[src/rtl/intel_fpga_led_driver.sv]
// Multi-channel LED driver: off / on / shared-phase blink / pulse-stretch per channel.
// Optional PWM dimming with per-channel brightness when INTEL_FPGA_LED_DRIVER_PWM_EN is defined.
module intel_fpga_led_driver #(
    parameter int unsigned P_CLK_FREQ_HZ   = 20_000_000,
    parameter int unsigned P_NUM_CHANNELS  = 1,
    parameter int unsigned P_BLINK_HALF_MS = 250,
    parameter int unsigned P_STRETCH_MS    = 100
) (
    input  logic                          clk,
    input  logic                          rst,
    input  logic [2*P_NUM_CHANNELS-1:0]   i_mode,
    input  logic [P_NUM_CHANNELS-1:0]     i_trig,
`ifdef INTEL_FPGA_LED_DRIVER_PWM_EN
    input  logic [8*P_NUM_CHANNELS-1:0]   i_bright,
`endif
    output logic [P_NUM_CHANNELS-1:0]     o_led
);

    localparam int unsigned PS_LIMIT_INT = P_CLK_FREQ_HZ / 1000 - 1;
    localparam int unsigned PS_W         = $clog2(PS_LIMIT_INT) + 1;
    localparam int unsigned MS_W         = $clog2(P_BLINK_HALF_MS) + 1;
    localparam int unsigned ST_W         = $clog2(P_STRETCH_MS) + 1;

    localparam logic [PS_W-1:0] PS_LIMIT = PS_W'(PS_LIMIT_INT);
    localparam logic [MS_W-1:0] MS_LAST  = MS_W'(P_BLINK_HALF_MS - 1);
    localparam logic [ST_W-1:0] ST_LOAD  = ST_W'(P_STRETCH_MS);

    localparam logic [1:0] MODE_OFF     = 2'b00;
    localparam logic [1:0] MODE_ON      = 2'b01;
    localparam logic [1:0] MODE_BLINK   = 2'b10;
    localparam logic [1:0] MODE_STRETCH = 2'b11;

    // 1 ms tick prescaler
    logic [PS_W-1:0] ps_q, ps_d;
    logic            tick;

    assign tick = (ps_q == '0);

    always_comb begin
        ps_d = tick ? PS_LIMIT : ps_q - PS_W'(1);
    end

    always_ff @(posedge clk) begin
        if (rst) begin
            ps_q <= PS_LIMIT;
        end else begin
            ps_q <= ps_d;
        end
    end

    // Shared blink timebase keeps every blinking channel phase-aligned
    logic [MS_W-1:0] ms_q, ms_d;
    logic            phase_q, phase_d;

    always_comb begin
        ms_d    = ms_q;
        phase_d = phase_q;
        if (tick) begin
            if (ms_q == MS_LAST) begin
                ms_d    = '0;
                phase_d = ~phase_q;
            end else begin
                ms_d = ms_q + MS_W'(1);
            end
        end
    end

    always_ff @(posedge clk) begin
        if (rst) begin
            ms_q    <= '0;
            phase_q <= 1'b0;
        end else begin
            ms_q    <= ms_d;
            phase_q <= phase_d;
        end
    end

    // History resets high so a trigger already asserted out of reset is not an edge
    logic [P_NUM_CHANNELS-1:0] trig_prev_q;
    logic [P_NUM_CHANNELS-1:0] trig_rise;

    assign trig_rise = i_trig & ~trig_prev_q;

    always_ff @(posedge clk) begin
        if (rst) begin
            trig_prev_q <= '1;
        end else begin
            trig_prev_q <= i_trig;
        end
    end

    // Per-channel stretch counters, in ms
    logic [ST_W-1:0] stretch_q [P_NUM_CHANNELS];
    logic [ST_W-1:0] stretch_d [P_NUM_CHANNELS];

    always_comb begin
        for (int unsigned ch = 0; ch < P_NUM_CHANNELS; ch++) begin
            stretch_d[ch] = stretch_q[ch];
            if (i_mode[2*ch +: 2] != MODE_STRETCH) begin
                stretch_d[ch] = '0;
            end else if (trig_rise[ch]) begin
                // Load wins over a coincident tick so the pulse is never shortened
                stretch_d[ch] = ST_LOAD;
            end else if (tick && (stretch_q[ch] != '0)) begin
                stretch_d[ch] = stretch_q[ch] - ST_W'(1);
            end
        end
    end

    always_ff @(posedge clk) begin
        for (int unsigned ch = 0; ch < P_NUM_CHANNELS; ch++) begin
            if (rst) begin
                stretch_q[ch] <= '0;
            end else begin
                stretch_q[ch] <= stretch_d[ch];
            end
        end
    end

    // On-request decode
    logic [P_NUM_CHANNELS-1:0] on_req;

    always_comb begin
        for (int unsigned ch = 0; ch < P_NUM_CHANNELS; ch++) begin
            on_req[ch] = 1'b0;
            unique case (i_mode[2*ch +: 2])
                MODE_OFF:     on_req[ch] = 1'b0;
                MODE_ON:      on_req[ch] = 1'b1;
                MODE_BLINK:   on_req[ch] = phase_q;
                MODE_STRETCH: on_req[ch] = (stretch_q[ch] != '0);
                default:      on_req[ch] = 1'b0;
            endcase
        end
    end

    logic [P_NUM_CHANNELS-1:0] led_d;

`ifdef INTEL_FPGA_LED_DRIVER_PWM_EN
    logic [7:0] pwm_q;

    always_ff @(posedge clk) begin
        if (rst) begin
            pwm_q <= '0;
        end else begin
            pwm_q <= pwm_q + 8'd1;
        end
    end

    // Strict compare: brightness 0 never lights, 255 lights 255 of 256 cycles
    always_comb begin
        for (int unsigned ch = 0; ch < P_NUM_CHANNELS; ch++) begin
            led_d[ch] = on_req[ch] & (pwm_q < i_bright[8*ch +: 8]);
        end
    end
`else
    always_comb begin
        led_d = on_req;
    end
`endif

    always_ff @(posedge clk) begin
        if (rst) begin
            o_led <= '0;
        end else begin
            o_led <= led_d;
        end
    end

endmodule
[config.mk]
export PLATFORM = sky130hd
export DESIGN_NAME = intel_fpga_led_driver
export DESIGN_NICKNAME = d
export VERILOG_FILES = /design/src/rtl/intel_fpga_led_driver.sv
export SDC_FILE = /design/constraint.sdc
export NUM_CORES = 1
export LEC_CHECK = 0
export CORE_MARGIN = 5
export CORE_UTILIZATION = 56
export DETAILED_ROUTE_END_ITERATION = 10
export DONT_BUFFER_PORTS = 1
export GPL_TIMING_DRIVEN = 0
export PLACE_DENSITY = 0.77
export SLEW_MARGIN = 20
export SYNTH_ARGS = -nofsm -noshare
export SYNTH_HDL_FRONTEND = slang
export SYNTH_SLANG_ARGS = --single-unit
[constraint.sdc]
create_clock -name clk -period 1.9 [get_ports clk]
set_input_delay 0.19 -clock clk [delete_from_list [all_inputs] [get_ports clk]]
set_output_delay 0.19 -clock clk [all_outputs]
set_load 0.02 [all_outputs]
# --- After elaboration in Yosys (flattened, before gate mapping) ---
# Memory sizes are Yosys's and may differ from the RTL's.
# Cells that the tools add are included.
totals:
  register_bits: 28
  ram_bits: 8
  in_bits: 5
  output_inout_bits: 1
  word_cells: 34
  n_memories: 1
classes:
  add_sub_neg: 3
  n_eq_ne: 5
  muxes: 10
  n_bitwise: 3
  reduce_logical: 7
memory_table:
  columns: ["name", "words", "word_bits", "read_ports", "rd_clocked_by_memory_dff", "write_ports", "line_no", "rtl"]
  rows:
  - ["stretch_q", 1, 8, 1, 0, 1, "93", "logic [ST_W-1:0] stretch_q [P_NUM_CHANNELS];"]
op_table:
  columns: ["op", "count"]
  rows:
  - ["$mux 8", 4]
  - ["$logic_not 16->1", 1]
  - ["$sub 16x1->16 const B", 1]
  - ["$add 9x1->9 const B", 1]
  - ["$eq 9x8->1 const B", 1]
  - ["$mux 9", 1]
  - ["$reduce_bool 8->1", 1]
  - ["$reduce_or 8->1", 1]
  - ["$sub 8x1->8 const B", 1]
  - ["$eq 2x2->1 const B", 2]
  - ["$mux 1", 4]
  - ["$pmux 1 s4", 1]
  - ["$eq 2x1->1 const B", 1]
  - ["$logic_not 2->1", 1]
  - ["$ne 2x2->1 const B", 1]
  - ["$not 1->1", 2]
  - ["$reduce_and 2->1", 1]
  - ["$reduce_or 2->1", 1]
  - ["$and 1x1->1", 1]
  - ["$logic_and 1x1->1", 1]

# --- Longest topological paths before layout ---
logic_depth:
  word_depth: 6
  depth_mapped: 8
  depth_no_buf: 6

# --- Least setup slack after synthesis ---
# Ideal clock, no wire load.
synth_timing:
  path_type: "register -> register"
  from: "register ps_q[0]"
  to: "register ms_q[4]"
  setup_time_ps: 86
  arrival_ps: 1800
  t_required_ps: 1814
  path_slack_ps: 13
  stages_incl_launch_ff: 9
  path_buffers: 2
  synth_period_minus_slack_ps: 1887
  cell_sequence: "dfxtp_1 -> inv_1 -> ha_1 -> buf_4 -> nor4b_2 -> nand4_4 -> buf_6 -> or3_1 -> a221oi_2"
synth_between:
  elab_chain_cells: 1
synth_rtl:
  columns: ["item", "line_no", "rtl"]
  rows:
  - ["start, declared", "34", "logic [PS_W-1:0] ps_q, ps_d;"]
  - ["start signal, assigned", "47", "ps_q <= ps_d;"]
  - ["$logic_not 16->1", "37", "assign tick = (ps_q == '0);"]
  - ["end signal, assigned", "73", "ms_q <= ms_d;"]
  - ["end, declared", "52", "logic [MS_W-1:0] ms_q, ms_d;"]
# Every way passes these cells.
# A chain may end at the register's enable or synchronous reset.

# --- Worst setup path in the final report ---
layout_timing:
  from: "register ps_q[8]"
  to: "memory stretch_q[0][7] (netlist name)"
layout_between:
  elab_chain_cells: 6
layout_rtl:
  columns: ["item", "line_no", "rtl"]
  rows:
  - ["$logic_not 16->1", "37", null]
  - ["$logic_and 1x1->1", "104", "end else if (tick && (stretch_q[ch] != '0)) begin"]
  - ["$mux 8 (3 in series)", null, null]
  - ["$mux 8 (no line)", null, null]
  - ["end, declared", "93", null]
# Every way passes these cells.

==> flow_metrics.env <==
export IMPL_cp_top_family="simple AND/OR/NAND/NOR gates"
export IMPL_swShare_pct=22.73
export IMPL_vias=1664
export IMPL_grt_pass1_vias=1606
export IMPL_start_util_pct=59.11
export IMPL_worst_slew_pin_slew_ns=0.5050
export IMPL_dieArea_um2=4488
export IMPL_cts_buffers_inserted=5
export IMPL_synthesis_area_um2=1819
export IMPL_seqPwrFrac_pct=59.3
export IMPL_grt_ovfl_total=0
export IMPL_grtUsageTotal_pct=21.44
export IMPL_drv_slew=0
export IMPL_crit_chain="nor4_4 -> buf_4 -> nand4_4 -> buf_6 -> or4_1 -> a21oi_2"
export IMPL_pwr_share_comb_pct=5.5
export IMPL_drive_above_1_share_pct=25.22
export IMPL_nets=240
export IMPL_synth_edf_count=0
export IMPL_finalHoldViolations=0
export IMPL_coreArea_um2=3078
export IMPL_setup_viol=0
export IMPL_synth_async_reset_ratio_pct=0
export IMPL_mostFrequentLayoutCells="dfxtp_1, nand2_1, nor2_1"
export IMPL_die_h_um=67.00
export IMPL_seq_area_frac_synth_pct=39.61
export IMPL_io_buffer_count=0
export IMPL_final_period_utilization_pct=97.16
export IMPL_num_rows=20
export IMPL_p_clk_share_pct=35.2
export IMPL_slew_headroom_pct=66.33
export IMPL_syn_instance_count=212
export IMPL_globalplace_congestion=0.8849
export IMPL_syn_to_final_growth_pct=19.39
export IMPL_holdWs_ns=0.01199
export IMPL_cp_max_fo=6
export IMPL_fillCellCount=244
export IMPL_max_cap_viol_count=0
export IMPL_crit_type="reg -> reg"
export IMPL_max_stage_delay_ns=0.50
export IMPL_ys_warn_count=0
export IMPL_avgSynthCellArea_um2=8.581
export IMPL_cts_tree="yes"
export IMPL_switchingPower_w=0.0002956
export IMPL_final_util_pct=70.57
export IMPL_final_common_cell="dfxtp_1"
export IMPL_drc=0
export IMPL_top_layer_used="met4"
export IMPL_cpMaxStageDelayCell="or4_1"
export IMPL_hold_path_class="in -> reg"
export IMPL_wl_per_cell_um=15.55
export IMPL_root_buffer="clkbuf_4"
export IMPL_p_int_w=0.001005
export IMPL_cp_num_buf_inv=2
export IMPL_diodes=0
export IMPL_power_density_nw_per_um2=598.6
export IMPL_grt_pass1_wl_um=7251
export IMPL_clock_sinks=36
export IMPL_cts_max_level=2
export IMPL_clk_path_buf_depth=2
export IMPL_vias_per_cell=6.073
export IMPL_pin_count=6
export IMPL_place_hpwl_um=2769
export IMPL_fmax_ghz=0.5417
export IMPL_path_clk_slew_ns=0.11
export IMPL_dr_wl_met3_um=169
export IMPL_synth_cell_type_count=46
export IMPL_antenna_left=0
export IMPL_arrival_ns=2.14
export IMPL_dr_wl_met2_um=2124
export IMPL_syn_nets=222
export IMPL_grt_start_max_net_pins=11
export IMPL_wl_um=4260
export IMPL_ir_drop_mv=0.4613
export IMPL_die_w_um=67.00
export IMPL_synth_ff_type="dfxtp_1"
export IMPL_cp_required_ns=2.19
export IMPL_insertion_delay_ns=0.35
export IMPL_firstDrtPassIters=4
export IMPL_period_minus_slack_ns=1.846
export IMPL_dr_first_iter_drc_count=147
export IMPL_grt_antenna_before_repair=0
export IMPL_clock_skew_ns=0.007851
export IMPL_outcome="finished, final reports clean"
export IMPL_endpoint_kind="register"
export IMPL_ys_ff_latch=36
export IMPL_m1WireLength_um=1859
export IMPL_critical_path_startpoint_type="register"
export IMPL_power_leakage_nw=0.7768
synthesized netlist by cell type, types with 2 or more instances:
master    instances  share of area, %
o31ai_1           5               2.1
nor2_1           15               3.1
o21ai_0           7               1.9
xor2_1            9               4.3
dfxtp_1          36                40
nor4_1            5               1.7
clkbuf_1          3              0.62
a311oi_1          2              0.96
buf_4             3               1.2
nor3_1           10               2.8
xnor2_1           2              0.96
or2_2             2              0.69
or4_1             5               2.1
ha_1              5               3.4
a31oi_1           3               1.0
nand4b_1          2              0.96
nand2_1          27               5.6
inv_1             6               1.2
nand4_1           3               1.0
o211a_1           2               1.1
or3_1             8               2.8
nand3_1           8               2.2
a21oi_1          15               4.1
and3_1            5               1.7
nand2b_1          3               1.0
kinds of logic after synthesis:
family / share of synthesized area, %
AO/OA/AOI/OAI: 13.89
flip-flops: 39.61
adder cells (fa/ha/maj): 3.439
buffers and inverters: 3.988
XOR/XNOR: 5.296
AND/OR/NAND/NOR: 33.77
final cells by class:
class                      instances  area, um2  area share (%)
timing repair buffer              12      96.34           4.435
sequential                        36      728.2           33.53
clock buffer                       7      65.06           2.995
inverter                           6      22.52           1.037
multi-input combinational        162       1142           52.59
tap                               44      55.05           2.535
buffer                             7      62.56           2.880
path summary, 6_finish.rpt:
check | startpoint | to | slack, ns | cells after the start
min reg2reg | ms_q[1] | ms_q[1] | 0.49 | 2
max reg2reg | ps_q[8] | stretch_q[0][7] | 0.05 | 6
min | i_mode[1] | o_led | 0.01 | 2
max | ps_q[8] | stretch_q[0][7] | 0.05 | 6
worst register-to-register path, cell delays in order (launching register included):
cell and delay [ns]:
dfxtp_1 0.39, nor4_4 0.26, buf_4 0.19, nand4_4 0.15, buf_6 0.15, or4_1 0.50
a21oi_2 0.15
metrics by stage:
stage / cells / setup slack, ns / power [W] / setup TNS (ns) / cell area, um2
finish: 274 / 0.05391 / 0.001300 / 0 / 2172
global route: 274 / -0.01759 / 0.001354 / -0.01759 / 2172
CTS: 271 / -0.005841 / 0.001298 / -0.01158 / 2062
detailed placement: 256 / -0.2517 / 0.0008376 / -2.504 / 1874
global placement: 256 / -0.1192 / 0.0008341 / -1.074 / 1874
floorplan: 212 / 0.01348 / 0.0008248 / 0 / 1819
state kept, by name, indices dropped and copies added, names as in the netlist:
register	flops
trig_prev_q	1
stretch_q	8
o_led	1
ms_q	9
phase_q	1
ps_q	16
routing by layer:
layer	track usage (%)	vias to the layer above
li1	-	810
met1	25.21	802
met2	35.52	41
met3	6.408	11
met4	9.873	0
met5	0	-
power groups by stage:
stage,registers [W],clock network (W),logic (W)
floorplan,0.000787,0,0.0000381
global placement,0.000788,0,0.0000462
detailed placement,0.000788,0,0.0000496
CTS,0.000770,0.000464,0.0000645
global route,0.000773,0.000502,0.0000784
finish,0.000772,0.000457,0.0000715
what timing repair did:
| action | CTS | global route |
|---|---|---|
| gates cloned | 0 | 0 |
| endpoints found under the hold margin | 1 | 0 |
| resized for setup | 18 | 21 |
| setup buffers | 7 | 5 |
| hold buffers | 1 | 0 |
| endpoints found under the setup margin | 25 | 24 |
| pin swaps | 5 | 6 |
Note: power is estimated with default switching activity, not from simulation.
